## src/rtl/alu_iter.sv

```systemverilog
// rtl/alu_iter.sv - WIDTH-bit ALU with single-cycle ops and iterative multiply/divide
module alu_iter #(
    parameter int WIDTH = 32,
    parameter int SHW   = $clog2(WIDTH)
) (
    input  logic             clk,
    input  logic             rst_n,
    input  logic             flush,
    input  logic             in_valid,
    output logic             in_ready,
    input  logic [3:0]       op,
    input  logic [WIDTH-1:0] arg1,
    input  logic [WIDTH-1:0] arg2,
    output logic             out_valid,
    input  logic             out_ready,
    output logic [WIDTH-1:0] out
);

    typedef enum logic [1:0] {
        S_IDLE,
        S_BUSY,
        S_DONE
    } state_t;

    localparam logic [SHW:0] CNT_INIT = (SHW+1)'(WIDTH);
    localparam logic [SHW:0] CNT_ONE  = (SHW+1)'(1);

    state_t               state;
    state_t               state_nx;
    logic [SHW:0]         cnt;
    logic                 sel_div;
    logic                 sel_hi;
    logic [WIDTH-1:0]     opnd;
    logic [2*WIDTH-1:0]   acc;
    logic [2*WIDTH-1:0]   acc_step;
    logic [2*WIDTH-1:0]   mul_next;
    logic [2*WIDTH-1:0]   div_next;
    logic [WIDTH:0]       mul_sum;
    logic [WIDTH:0]       rem_sh;
    logic [WIDTH:0]       rem_diff;
    logic [WIDTH-1:0]     alu_res;
    logic [SHW-1:0]       sh;
    logic                 accept;
    logic                 iter_op;
    logic                 is_mul;
    logic                 last_step;

    assign in_ready  = (state == S_IDLE) || ((state == S_DONE) && out_ready);
    assign out_valid = (state == S_DONE);
    assign accept    = in_valid && in_ready && !flush;
    assign iter_op   = (op >= 4'd10) && (op <= 4'd13);
    assign is_mul    = (op[3:1] == 3'b101);
    assign last_step = (state == S_BUSY) && (cnt == CNT_ONE);
    assign sh        = arg2[SHW-1:0];

    always_comb begin
        alu_res = '0;
        case (op)
            4'd0:    alu_res = arg1 + arg2;
            4'd1:    alu_res = arg1 - arg2;
            4'd2:    alu_res = arg1 ^ arg2;
            4'd3:    alu_res = arg1 | arg2;
            4'd4:    alu_res = arg1 & arg2;
            4'd5:    alu_res = arg1 << sh;
            4'd6:    alu_res = arg1 >> sh;
            4'd7:    alu_res = $unsigned($signed(arg1) >>> sh);
            4'd8:    alu_res = {{(WIDTH-1){1'b0}}, ($signed(arg1) < $signed(arg2))};
            4'd9:    alu_res = {{(WIDTH-1){1'b0}}, (arg1 < arg2)};
            default: alu_res = '0;
        endcase
    end

    // Multiply: acc = {partial high, remaining multiplier bits}, shifted right each step.
    // Divide: acc = {partial remainder, dividend bits becoming quotient}, shifted left.
    always_comb begin
        mul_sum  = {1'b0, acc[2*WIDTH-1:WIDTH]} + (acc[0] ? {1'b0, opnd} : '0);
        mul_next = {mul_sum, acc[WIDTH-1:1]};
        rem_sh   = {acc[2*WIDTH-1:WIDTH], acc[WIDTH-1]};
        rem_diff = rem_sh - {1'b0, opnd};
        if (!rem_diff[WIDTH])
            div_next = {rem_diff[WIDTH-1:0], acc[WIDTH-2:0], 1'b1};
        else
            div_next = {rem_sh[WIDTH-1:0], acc[WIDTH-2:0], 1'b0};
        acc_step = sel_div ? div_next : mul_next;
    end

    always_ff @(posedge clk or negedge rst_n) begin
        if (!rst_n)
            state <= S_IDLE;
        else
            state <= state_nx;
    end

    always_comb begin
        state_nx = state;
        if (flush) begin
            state_nx = S_IDLE;
        end else begin
            case (state)
                S_IDLE: begin
                    if (accept)
                        state_nx = iter_op ? S_BUSY : S_DONE;
                end
                S_BUSY: begin
                    if (cnt == CNT_ONE)
                        state_nx = S_DONE;
                end
                S_DONE: begin
                    if (out_ready) begin
                        if (accept)
                            state_nx = iter_op ? S_BUSY : S_DONE;
                        else
                            state_nx = S_IDLE;
                    end
                end
                default: state_nx = S_IDLE;
            endcase
        end
    end

    // A divide by zero needs no special case: every step subtracts zero, so the
    // quotient fills with ones and the dividend shifts through into the remainder.
    always_ff @(posedge clk or negedge rst_n) begin
        if (!rst_n) begin
            cnt     <= '0;
            sel_div <= 1'b0;
            sel_hi  <= 1'b0;
            opnd    <= '0;
            acc     <= '0;
            out     <= '0;
        end else if (flush) begin
            cnt <= '0;
        end else if (accept) begin
            sel_div <= op[2];
            sel_hi  <= op[0];
            if (iter_op) begin
                cnt  <= CNT_INIT;
                opnd <= is_mul ? arg1 : arg2;
                acc  <= {{WIDTH{1'b0}}, (is_mul ? arg2 : arg1)};
            end else begin
                cnt <= '0;
                out <= alu_res;
            end
        end else if (state == S_BUSY) begin
            acc <= acc_step;
            cnt <= cnt - CNT_ONE;
            if (last_step)
                out <= sel_hi ? acc_step[2*WIDTH-1:WIDTH] : acc_step[WIDTH-1:0];
        end
    end

endmodule

```

## config.mk

```make
export PLATFORM = sky130hd
export DESIGN_NAME = alu_iter
export DESIGN_NICKNAME = d
export VERILOG_FILES = /design/src/rtl/alu_iter.sv
export SDC_FILE = /design/constraint.sdc
export NUM_CORES = 1
export LEC_CHECK = 0
export ABC_AREA = 1
export CAP_MARGIN = 10
export CORE_ASPECT_RATIO = 1.2
export CORE_MARGIN = 3
export CORE_UTILIZATION = 45
export CTS_CLUSTER_SIZE = 28
export DETAILED_ROUTE_END_ITERATION = 8
export PLACE_DENSITY = 0.66
export SYNTH_ARGS = -nofsm -noshare
export SYNTH_HDL_FRONTEND = slang
export SYNTH_SLANG_ARGS = --single-unit
```

## constraint.sdc

```tcl
create_clock -name clk -period 2.68 [get_ports clk]
set_input_delay 0.67 -clock clk [delete_from_list [all_inputs] [get_ports clk]]
set_output_delay 0.67 -clock clk [all_outputs]
set_load 0.1 [all_outputs]
```

==> metrics.yaml <==
maxCapViolCount: 0
multi_input_area_mm2: 0.0187
nets: 5089
drive_gt1_share_pct: 34.5
place_hpwl_um: 99100
pin_count: 107
synth_top_flop_cell: "dfrtp_1"
drc: 0
synth_top_area_share_pct: 22.6
rr_endpoint: "acc[60]$_DFFE_PN0P_"
drt_iter0_markers: 3487
cts_tree: "yes"
synth_most_common_cell: "nand2_1"
worst_setup_path_end_kind: "register"
seqCellArea_mm2: 0.00346
start_util_pct: 45.6
setup_viol: 58
final_area_mm2: 0.0342
synth_top_cell_by_area: "nand2_1"
first_pass_iters: 7
syn_nets: 4198
area_delta_synth_final_pct: 55.5
core-area_mm2: 0.0482
htreeDepth: 4
cts.path.max_buffers: 2
clock_skew_ns: 0.0164
min_period_ns: 2.96
reg2reg_depth: 18
drv_slew: 0
cts_buffers: 17
start_kind: "register"
grt_first_pass_wirelength_um: 178000
cts.root.buffer_cell: "clkbuf_16"
worstMarginPinSlew_ns: 0.615
antenna_found_initial: 7
ant_nets: 0
slew_headroom_pct: 58.9
seqPwrFrac_pct: 13.1
synth_cell_types: 53
grt_max_degree: 69
rrSetupSlack_ns: -0.28
cp.arrival_ns: 3.36
p_int_mw: 13.1
syn_area_mm2: 0.0220
num_vias: 32306
postSynth.asyncResetShare_pct: 100
post_drt_wl_per_cell_um: 23.2
finalPower_mw: 27.6
p_leak_nw: 18.1
port_buffers: 106
power_density_mw_per_mm2: 806
synth_edf_count: 0
clk_pin_slew_worst_paths_ns: 0.07
layout_setup_ws_ns: -0.285
fmaxAchievable_mhz: 337
syn_inst: 3955
synth_seq_cells: 138
drt-total-wl_um: 127000
clkPwrFrac_pct: 9.6
rows: 88
crit_type: "register to register"
run_status: "finished with violations"
switchingPower_mw: 14.5
fp.dieArea_mm2: 0.0516
post_dp_cell_area_mm2: 0.0303
nFillCells: 4164
synth_area_leaders: "nand2_1 (23%), dfrtp_1 (16%), nand3_1 (12%), ha_1 (9.4%), inv_1 (7.8%)"
rr_startpoint: "acc[0]$_DFFE_PN0P_"
grt_usage_pct: 45.5
fp.dieW_um: 208
hold_viol: 0
ys.warnings.count: 0
ir_drop_mv: 0.683
violations: "setup timing"
worst-path-max-fanout: 3
combPwrFrac_pct: 77.2
cts.sinks: 138
period_share_pct: 111
insertion_delay_ns: 0.45
required_ns: 3.07
overflow: 0
seq_area_frac_synth_pct: 15.7
routed_via_density: 5.88
swShare_pct: 52.6
grt_pass1_vias: 30252
synth_common_cells: "nand2_1 (1,326), nand3_1 (513), inv_1 (456)"
gp_congestion: 1.16
avgSynthCellArea_um2: 5.57
grt_setup_unrepaired: "true"
hold_path.class: "input port to async pin"
fp.dieH_um: 248
## kinds of logic (layout without fill, tap and decap cells)
kind of cell / Yosys count / count (layout) / synth area share (%)
xor+xnor: 21 / 21 / 0.835
compound gates: 652 / 652 / 17.0
other cells: 0 / 2 / 0
buf+inv: 657 / 1561 / 11.9
simple gates: 2316 / 2316 / 44.7
fa+ha+maj: 170 / 170 / 9.80
flops: 138 / 138 / 15.7
mux: 1 / 1 / 0.0455
## routing by layer
layer	GRT usage [%]	vias to the layer above	part of all wire, %
met2	76.6	2012	45
met1	49.0	14812	34
met3	7.31	742	8.6
li1	-	14732	-
met5	0	-	0.049
met4	43.0	8	12
## worst max path at each step
stage,startpoint,endpoint,slack [ns]
2_1_floorplan,arg2[1],out[30]$_DFFE_PN0P_,0.0005
3_3_place_gp,arg1[11],out[18]$_DFFE_PN0P_,-1.18
3_5_place_dp,arg1[11],out[18]$_DFFE_PN0P_,-1.19
4_1_cts,acc[31]$_DFFE_PN0P_,out[1]$_DFFE_PN0P_,-0.19
5_1_grt,acc[0]$_DFFE_PN0P_,out[10]$_DFFE_PN0P_,-0.34
6_report,acc[0]$_DFFE_PN0P_,acc[60]$_DFFE_PN0P_,-0.28
## power groups by stage
stage	Sequential, mW	Combinational (mW)	Clock, mW
2_1_floorplan	4.97	8.36	0
3_3_place_gp	3.53	17.3	0
3_5_place_dp	3.55	17.5	0
4_1_cts	3.54	18.6	2.65
5_1_grt	3.68	22.7	2.74
6_report	3.62	21.3	2.66
## worst max-delay path, cell delays in order (launching register included)
cell and delay [ns]:
dfrtp_2 0.44, nand2_2 0.10, inv_2 0.07, ha_4 0.14, buf_4 0.10, buf_4 0.09, buf_4 0.09, nand2_1 0.05
nand2_1 0.11, nand2_2 0.08, o21ai_2 0.33, nand3_1 0.16, nand2_2 0.17, nand3b_1 0.27, nand3_1 0.20, nand3_2 0.10
buf_4 0.15, a21oi_2 0.15, a21o_1 0.10
## flip-flops by register name, indices dropped and copies added, names as in the netlist
name and cells:
out 32, cnt 6, sel_div 1, state 2, sel_hi 1, acc 64, opnd 32
## cells in the final DEF (no fill, tap or decap), types with 34 or more instances in the layout
cell | synthesis | final
buf_12 | 0 | 47
nand2_4 | 4 | 34
inv_1 | 456 | 410
nand3_1 | 513 | 411
a21oi_2 | 4 | 97
nand2_2 | 11 | 137
a31oi_1 | 35 | 35
o211ai_1 | 68 | 68
dlymetal6s2s_1 | 0 | 36
o21ai_0 | 207 | 154
nand3_2 | 5 | 92
dfrtp_1 | 138 | 134
buf_4 | 3 | 892
a21oi_1 | 227 | 128
ha_4 | 0 | 50
nand2_1 | 1326 | 1167
nor2_1 | 314 | 241
ha_1 | 166 | 105
nor2_2 | 7 | 63
o21ai_1 | 20 | 57
inv_2 | 25 | 66
nand4_1 | 46 | 46
## timing repair
action,4_1_cts,5_1_grt
setup endpoints to repair,65,64
pin swaps,62,163
hold buffers,0,0
setup buffers,12,30
cloned,1,1
gates resized for setup,256,548
## per-stage QoR
stage | worst slack, ns | setup TNS [ns] | util, % | hold slack [ns] | std cells
after detailed placement | -1.19 | -44.70 | 62.9 | 0.459 | 5414
final | -0.285 | -5.58 | 71.0 | 0.134 | 5491
after global placement | -1.18 | -39.40 | 62.9 | 0.457 | 5414
after CTS | -0.190 | -6.22 | 66.4 | 0.149 | 5459
after floorplan | 0.000514 | 0 | - | 0.374 | 3955
after global routing | -0.344 | -11.00 | 71.0 | 0.156 | 5489
## layout make-up
class | instances | area share [%]
Tap cell | 630 | 2.30
Clock inverter | 13 | 0.563
Timing Repair Buffer | 1043 | 25.7
Multi-Input combinational cell | 3160 | 54.6
Inverter | 486 | 5.40
Clock buffer | 19 | 1.29
Sequential cell | 138 | 10.1
Antenna cell | 2 | 0.0146
Note: power is estimated with default switching activity, not from simulation.
